--- config.mk ---
export PLATFORM = sky130hd
export DESIGN_NAME = dcache_store_drain
export DESIGN_NICKNAME = d
export VERILOG_FILES = /design/src/rtl/dcache_store_drain.sv
export SDC_FILE = /design/constraint.sdc
export NUM_CORES = 1
export LEC_CHECK = 0
export ABC_AREA = 1
export CORE_MARGIN = 2
export CORE_UTILIZATION = 45
export CTS_CLUSTER_SIZE = 16
export DETAILED_ROUTE_END_ITERATION = 8
export PLACE_DENSITY = 0.65
export SYNTH_ARGS = -nofsm -noshare
export SYNTH_HDL_FRONTEND = slang
export SYNTH_SLANG_ARGS = --single-unit
--- constraint.sdc ---
create_clock -name clk -period 11.2 [get_ports clk]
set_clock_uncertainty 0.1 [all_clocks]
set_input_delay 2.24 -clock clk [delete_from_list [all_inputs] [get_ports clk]]
set_output_delay 2.24 -clock clk [all_outputs]
set_load 0.01 [all_outputs]
--- src/rtl/dcache_store_drain.sv ---
// dcache_store_drain: buffers core stores in a FIFO and drains them into the shared word SRAM.
// Ports:
//   clk, rst                         clock, asynchronous active-high reset
//   wvalid_i/wready_o/waddr_i/
//   wdata_i/wstrb_i                  core store port (byte address, lane-aligned data, byte enables)
//   mem_req_o/mem_gnt_i/mem_we_o/
//   mem_addr_o/mem_wdata_o/
//   mem_rdata_i                      arbitrated single-port SRAM (read data one cycle after granted read)
//   chk_addr_i/chk_hit_o             load hazard check against pending and in-flight stores
//   empty_o                          nothing buffered and no store in flight (fence drain)
module dcache_store_drain #(
   parameter int DEPTH      = 4,
   parameter int ADDR_WIDTH = 20,
   parameter int DATA_WIDTH = 32,
   parameter int XLEN       = 32
) (
   input  logic                    clk,
   input  logic                    rst,
   input  logic                    wvalid_i,
   output logic                    wready_o,
   input  logic [XLEN-1:0]         waddr_i,
   input  logic [DATA_WIDTH-1:0]   wdata_i,
   input  logic [DATA_WIDTH/8-1:0] wstrb_i,
   output logic                    mem_req_o,
   input  logic                    mem_gnt_i,
   output logic                    mem_we_o,
   output logic [ADDR_WIDTH-1:0]   mem_addr_o,
   output logic [DATA_WIDTH-1:0]   mem_wdata_o,
   input  logic [DATA_WIDTH-1:0]   mem_rdata_i,
   input  logic [XLEN-1:0]         chk_addr_i,
   output logic                    chk_hit_o,
   output logic                    empty_o
);
   localparam int SW = DATA_WIDTH / 8;
   localparam int PW = $clog2(DEPTH);
   localparam int CW = PW + 1;
   typedef enum logic [1:0] {IDLE, RD, WAIT, WR} state_t;
   logic [ADDR_WIDTH-1:0] r_faddr [DEPTH];
   logic [DATA_WIDTH-1:0] r_fdata [DEPTH];
   logic [SW-1:0]         r_fstrb [DEPTH];
   logic [PW-1:0]         r_wptr, r_rptr;
   logic [CW-1:0]         r_count;
   state_t                r_state;
   logic [ADDR_WIDTH-1:0] r_addr;
   logic [DATA_WIDTH-1:0] r_data;
   logic [SW-1:0]         r_strb;
   logic                  r_req, r_we;
   logic [DATA_WIDTH-1:0] r_mwdata;
   logic                  w_push, w_pop;
   logic [ADDR_WIDTH-1:0] w_waddr, w_chk_word;
   logic [DATA_WIDTH-1:0] w_mask;
   logic [DEPTH-1:0]      w_hits;
   logic                  w_unused;
   // address bits outside the SRAM word index are intentionally dropped
   assign w_unused   = ^{waddr_i, chk_addr_i};
   assign w_waddr    = waddr_i[ADDR_WIDTH+1:2];
   assign w_chk_word = chk_addr_i[ADDR_WIDTH+1:2];
   assign wready_o   = r_count != CW'(DEPTH);
   // zero-strobe stores are acknowledged but never enter the FIFO
   assign w_push     = wvalid_i & wready_o & (|wstrb_i);
   assign w_pop      = (r_state == IDLE) && (r_count != '0);
   assign mem_req_o   = r_req;
   assign mem_we_o    = r_we;
   assign mem_addr_o  = r_addr;
   assign mem_wdata_o = r_mwdata;
   assign empty_o     = (r_count == '0) && (r_state == IDLE);
   for (genvar i = 0; i < SW; i++) begin : g_mask
      assign w_mask[i*8 +: 8] = {8{r_strb[i]}};
   end
   // an entry is live when its distance from the read pointer is below count
   for (genvar i = 0; i < DEPTH; i++) begin : g_hit
      assign w_hits[i] = ({1'b0, PW'(i) - r_rptr} < r_count) && (r_faddr[i] == w_chk_word);
   end
   assign chk_hit_o = (|w_hits) | ((r_state != IDLE) && (r_addr == w_chk_word));
   always_ff @(posedge clk) begin
      if (w_push) begin
         r_faddr[r_wptr] <= w_waddr;
         r_fdata[r_wptr] <= wdata_i;
         r_fstrb[r_wptr] <= wstrb_i;
      end
   end
   always_ff @(posedge clk or posedge rst) begin
      if (rst) begin
         r_wptr  <= '0;
         r_rptr  <= '0;
         r_count <= '0;
      end else begin
         if (w_push) r_wptr <= r_wptr + 1'b1;
         if (w_pop) r_rptr <= r_rptr + 1'b1;
         r_count <= r_count + CW'(w_push) - CW'(w_pop);
      end
   end
   // request outputs are registered and only change on grant, so they hold while stalled
   always_ff @(posedge clk or posedge rst) begin
      if (rst) begin
         r_state  <= IDLE;
         r_addr   <= '0;
         r_data   <= '0;
         r_strb   <= '0;
         r_req    <= 1'b0;
         r_we     <= 1'b0;
         r_mwdata <= '0;
      end else begin
         case (r_state)
            IDLE: if (r_count != '0) begin
               r_addr   <= r_faddr[r_rptr];
               r_data   <= r_fdata[r_rptr];
               r_strb   <= r_fstrb[r_rptr];
               r_mwdata <= r_fdata[r_rptr];
               r_req    <= 1'b1;
               r_we     <= &r_fstrb[r_rptr];
               r_state  <= (&r_fstrb[r_rptr]) ? WR : RD;
            end
            RD: if (mem_gnt_i) begin
               r_req   <= 1'b0;
               r_state <= WAIT;
            end
            WAIT: begin
               r_mwdata <= (mem_rdata_i & ~w_mask) | (r_data & w_mask);
               r_req    <= 1'b1;
               r_we     <= 1'b1;
               r_state  <= WR;
            end
            WR: if (mem_gnt_i) begin
               r_req   <= 1'b0;
               r_we    <= 1'b0;
               r_state <= IDLE;
            end
         endcase
      end
   end
endmodule

**After elaboration in Yosys (flattened, before gate mapping)**

Memories as Yosys holds them, arrays and structs flattened. A register that Yosys moved wholly into a read port is not among the register bits.
Cells that the tools add are included.
Widths: inputs -> output; s select.

- Register bits after elaboration: 79
- RAM bits: 224
- Input port bits: 136
- Output and inout bits: 57
- Logic and storage cells: 80
- Memories kept: 3

Memory list:

| memory | words | width | read ports | clocked after memory_dff | write ports | line | source |
|---|---|---|---|---|---|---|---|
| r_fdata | 4 | 32 | 1 | 0 | 1 | 39 | `logic [DATA_WIDTH-1:0] r_fdata [DEPTH];` |
| r_faddr | 4 | 20 | 5 | 1 | 1 | 38 | `logic [ADDR_WIDTH-1:0] r_faddr [DEPTH];` |
| r_fstrb | 4 | 4 | 1 | 0 | 1 | 40 | `logic [SW-1:0] r_fstrb [DEPTH];` |

- Add/subtract/negate cells: 8
- Order comparisons: 4
- Eq/ne operators: 13
- Mux-type cells: 14
- Bitwise logic cells: 7
- Reductions and logical operators: 22

Operator list:

| operator | number |
|---|---|
| $eq 20x20->1 | 5 |
| $and 32x32->32 | 2 |
| $pmux 32 s2 | 1 |
| $mux 32 | 1 |
| $not 32->32 | 1 |
| $or 32x32->32 | 1 |
| $lt 2x3->1 | 4 |
| $mux 2 | 4 |
| $pmux 2 s4 | 1 |
| $reduce_or 4->1 | 2 |
| $logic_and 1x1->1 | 7 |
| $pmux 1 s3 | 2 |
| $reduce_and 2->1 | 3 |
| $reduce_and 3->1 | 2 |
| $reduce_bool 3->1 | 2 |
| $mux 1 | 5 |
| $add 2x1->2 const B | 2 |
| $eq 2x2->1 const B | 2 |
| $ne 2x1->1 const B | 2 |
| $ne 2x2->1 const B | 2 |
| $reduce_and 4->1 | 1 |
| $reduce_bool 2->1 | 2 |
| $sub 1x2->2 const A | 2 |
| $sub 2x2->2 const A | 2 |
| 9 further kinds | 10 |

**Depth between registers and ports, before layout**

- Word-level depth: 5
- Gate-level depth with buffers: 14
- Gate-level depth less buffers: 12

**Worst setup path after synthesis**

OpenSTA, ideal clock, no wires.

- Kind: input -> register
- Start point: in wstrb_i[3]
- End point: mem r_faddr[0][0], enable pin
- Library setup time: 0.470 ns
- Arrival: 4.960 ns
- Data required time: 10.630 ns
- Slack: 5.670 ns
- Stages: 3
- Path buffers: 0
- Cell sequence: nor4_1 > nand3b_1 > nor2_1

- Cells in the longest elaborated chain, start to end: 4

RTL lines:

| element | line | source |
|---|---|---|
| start: declaration | 23 | `input logic [DATA_WIDTH/8-1:0] wstrb_i,` |
| $reduce_or 4->1 | 60 | `assign w_push = wvalid_i & wready_o & (\|wstrb_i);` |
| $and 1x1->1 | 60 |  |
| $mux 1 | 76 | `if (w_push) begin` |
| $mux 1 (implied by the code) | 77 | `r_faddr[r_wptr] <= w_waddr;` |
| end: declaration | 38 |  |

Every way passes these cells.

**Worst setup path after layout**

- Start point: in chk_addr_i[12]
- End point: out chk_hit_o

- Cells in the longest elaborated chain, start to end: 4
- Elaborated cells on any way between the ends: 12
- Those cells by class: 5 x eq/ne; 1 x bitwise; 6 x reduce/logical

RTL lines:

| element | line | source |
|---|---|---|
| start: declaration | 30 | `input logic [XLEN-1:0] chk_addr_i,` |
| $eq 20x20->1 | 72 | `assign w_hits[i] = ({1'b0, PW'(i) - r_rptr} < r_count) && (r_faddr[i] == w_chk_word);` |
| $logic_and 1x1->1 | 72 |  |
| $reduce_or 4->1 | 74 | `assign chk_hit_o = (\|w_hits) \| ((r_state != IDLE) && (r_addr == w_chk_word));` |
| $or 1x1->1 * | 74 |  |
| end: declaration | 31 | `output logic chk_hit_o,` |

Mark *: on every way between the ends. The rest lies on a longest branch, timed or not.

==> impl_metrics.py <==
metrics = {
    "layout": {
        "regArea_mm2": 0.00920,
        "drive_gt1_share_pct": 5.34,
        "final_common_cell": "nand2_1",
        "nFillCells": 2683,
        "insertedDiodeCount": 0,
        "layout.cells.non_filler": 1957,
        "fin_util_pct": 55.6,
        "area_delta_synth_final_pct": 22.2,
        "multiInputGateArea_mm2": 0.00434,
        "final_cell_mix": "nand2_1 (418), edfxtp_1 (224), clkdlybuf4s50_1 (168)",
        "finalNetCount": 1681,
    },
    "sta": {
        "setup_viol": 0,
        "period_minus_slack_ps": 6740,
        "finalSetupTns_ps": 0,
        "post-route-period-util_pct": 60.1,
        "hold_violations": 0,
        "fmax_mhz": 148,
        "slew_violations": 0,
        "worstMarginPinSlew_ps": 1080,
        "rsz0062_at_grt": "no",
        "slew_headroom_pct": 27.9,
    },
    "hold_path": {
        "hp-class": "flop to flop",
    },
    "power_and_ir_drop": {
        "power_frac_seq_pct": 38.9,
        "leakagePower_nw": 7.06,
        "combPwrFrac_pct": 36.5,
        "p_per_area_mw_per_mm2": 270,
        "power_frac_clock_pct": 24.6,
        "internal-power_mw": 2.95,
        "p_sw_mw": 1.77,
        "netSwitchingFraction_pct": 37.5,
        "ir_worst_vdd_uv": 161,
        "totalPowerFinal_mw": 4.71,
    },
    "setup_path": {
        "crit_type": "primary input to primary output",
        "critical_path.max_fanout": 6,
        "cp.required_ps": 8860,
        "crit_path_start_kind": "primary input",
        "critPathCaptureType": "primary output",
        "cp_data_arrival_time_ps": 4400,
    },
    "grt": {
        "antenna_found_initial": 0,
        "grt_pass1_wl_mm": 56.2,
        "grt_util_all_layers_pct": 22.1,
        "grt_overflow": 0,
        "grt_max_degree": 97,
        "grt_pass1_vias": 10300,
    },
    "cts": {
        "clock-sinks": 323,
        "cts_inserted_buffers": 35,
        "cts_setup_buffers": 0,
        "clk_pin_slew_ps": 60,
        "cts-root-buf": "clkbuf_16",
        "cts_tree": "yes",
        "cts_resized": 0,
        "cts_buffer_depth": 3,
        "cts_hold_buf": 0,
        "worst_skew_pair.late_latency_ps": 520,
        "cts.htree.levels": 2,
    },
    "placed_design": {
        "io_buffers": 168,
        "dp_cells": 1893,
        "place_congestion": 0.823,
        "dpl.hpwl_mm": 22.6,
    },
    "routing": {
        "ant_nets": 0,
        "vias_per_cell": 5.29,
        "drc": 0,
        "vias": 10400,
        "drt-pass1-iter-count": 5,
        "avgRoutedWirePerCell_um": 18.8,
        "drt_iter0_drc": 826,
        "drt-total-wl_mm": 36.9,
    },
    "die": {
        "core_mm2": 0.0314,
        "fp.dieArea_mm2": 0.0332,
        "die_y_um": 182,
        "io_pins": 193,
        "die_w_um": 182,
        "start_util_pct": 45.5,
        "rows": 65,
    },
    "synth": {
        "synth_cells": 1379,
        "synth_area_mm2": 0.0143,
        "synth_seq_cells": 323,
        "synth_top_area_cell": "edfxtp_1",
        "ys_seq_area_share_pct": 64.5,
        "yosysWarnings": 0,
        "synth_top_area_share_pct": 47.1,
        "post_synth.cell_area_avg_um2": 10.3,
        "synthTopCellsByArea": "edfxtp_1 (47%), dfrtp_1 (17%), nand2_1 (11%)",
        "synth_fp_nets": 1532,
        "yosysUniqueCellTypes": 34,
    },
    "job": {
        "drv_cap": 0,
    },
    "status": {
        "status": "complete, no violations",
    },
}
worst max-delay path, stage by stage:
cell	delay [ps]
clkdlybuf4s50_1	620
inv_1	140
nand2_1	90
nand2_1	50
nor2_1	150
nand2_1	80
nor2_1	170
nand3_1	100
nand2_1	80
inv_1	40
nand2_1	80
clkdlybuf4s50_1	540
kinds of logic after synthesis:
family,count (synthesis),share of synthesized area [%]
DFF,323,64.5
and+or+nand+nor,551,14.8
xor gates and xnor gates,52,3.19
buffers and inverters,187,5.44
adders and majority gates,17,1.54
AOI/OAI and AO/OA,249,10.5
Yosys cell counts:
master,count
o211ai_1,1
a21o_1,1
clkinv_1,1
inv_2,4
a22oi_2,2
a22o_1,3
ha_1,16
buf_2,21
inv_1,114
buf_6,3
nor3_1,2
nand3b_1,1
o22a_1,3
xor2_1,46
nand2_1,418
nand3_1,24
o21ai_0,86
fa_1,1
o21ai_2,1
xnor2_1,6
a21oi_1,64
nand2_2,1
clkbuf_1,36
nand4_1,3
buf_1,1
edfxtp_1,224
nor4_1,1
o21ai_1,10
o2111ai_1,18
dfrtp_1,99
a31oi_1,9
a22oi_1,51
buf_4,7
nor2_1,101
final timing paths:
kind                                            start                         end  depth (start not counted)  slack, ps
max                                    chk_addr_i[12]                   chk_hit_o                         12       4460
min                        mem_wdata_o[7]$_DFFE_PP0P_  mem_wdata_o[7]$_DFFE_PP0P_                          2        380
max reg2reg                    r_state[1]$_DFFE_PP0P_      r_data[21]$_DFFE_PP0P_                          7       8090
min reg2reg                mem_wdata_o[7]$_DFFE_PP0P_  mem_wdata_o[7]$_DFFE_PP0P_                          2        380
max in group asynchronous                         rst       r_data[0]$_DFFE_PP0P_                          3       7590
min in group asynchronous                         rst       r_wptr[0]$_DFFE_PP0P_                          2       2010
routing by layer:
| metal | vias up | part of all wire, % | GRT usage (%) |
|---|---|---|---|
| met5 | - | 0 | 0 |
| met4 | 0 | 2.5 | 7.29 |
| met3 | 60 | 5.4 | 3.37 |
| met2 | 317 | 47 | 36.3 |
| met1 | 5054 | 45 | 30.4 |
| li1 | 4931 | - | - |
state kept, by name, summed over array words and instances, names as in the netlist:
register     flops
mem_addr_o      20
mem_req_o        1
mem_wdata_o     32
mem_we_o         1
r_count          3
r_data          32
r_faddr         80
r_fdata        128
r_fstrb         16
r_rptr           2
r_state          2
r_strb           4
r_wptr           2
power groups by stage:
stage | Sequential [mW] | Combinational (mW) | Clock [mW]
detailed placement | 1.85 | 1.72 | 0
finish | 1.83 | 1.72 | 1.16
global route | 1.87 | 1.92 | 1.23
global placement | 1.84 | 1.68 | 0
CTS | 1.83 | 1.73 | 1.18
floorplan | 1.84 | 1.08 | 0
area by class of cell:
type / instances / area share (%)
Inverter: 119 / 2.57
Clock buffer: 47 / 5.57
Sequential cell: 323 / 52.8
Clock inverter: 17 / 1.15
Multi-Input combinational cell: 869 / 24.9
Tap cell: 402 / 2.88
Timing Repair Buffer: 180 / 10.2
through the flow:
stage | worst slack (ps) | cell area [um^2] | hold WS, ps
final | 4460 | 17400 | 378
after global routing | 4350 | 17400 | 402
after CTS | 4500 | 17400 | 382
after detailed placement | 4500 | 16300 | 366
after global placement | 4490 | 16300 | 362
after floorplan | 5670 | 14300 | 349
(Power assumes the default switching activity.)
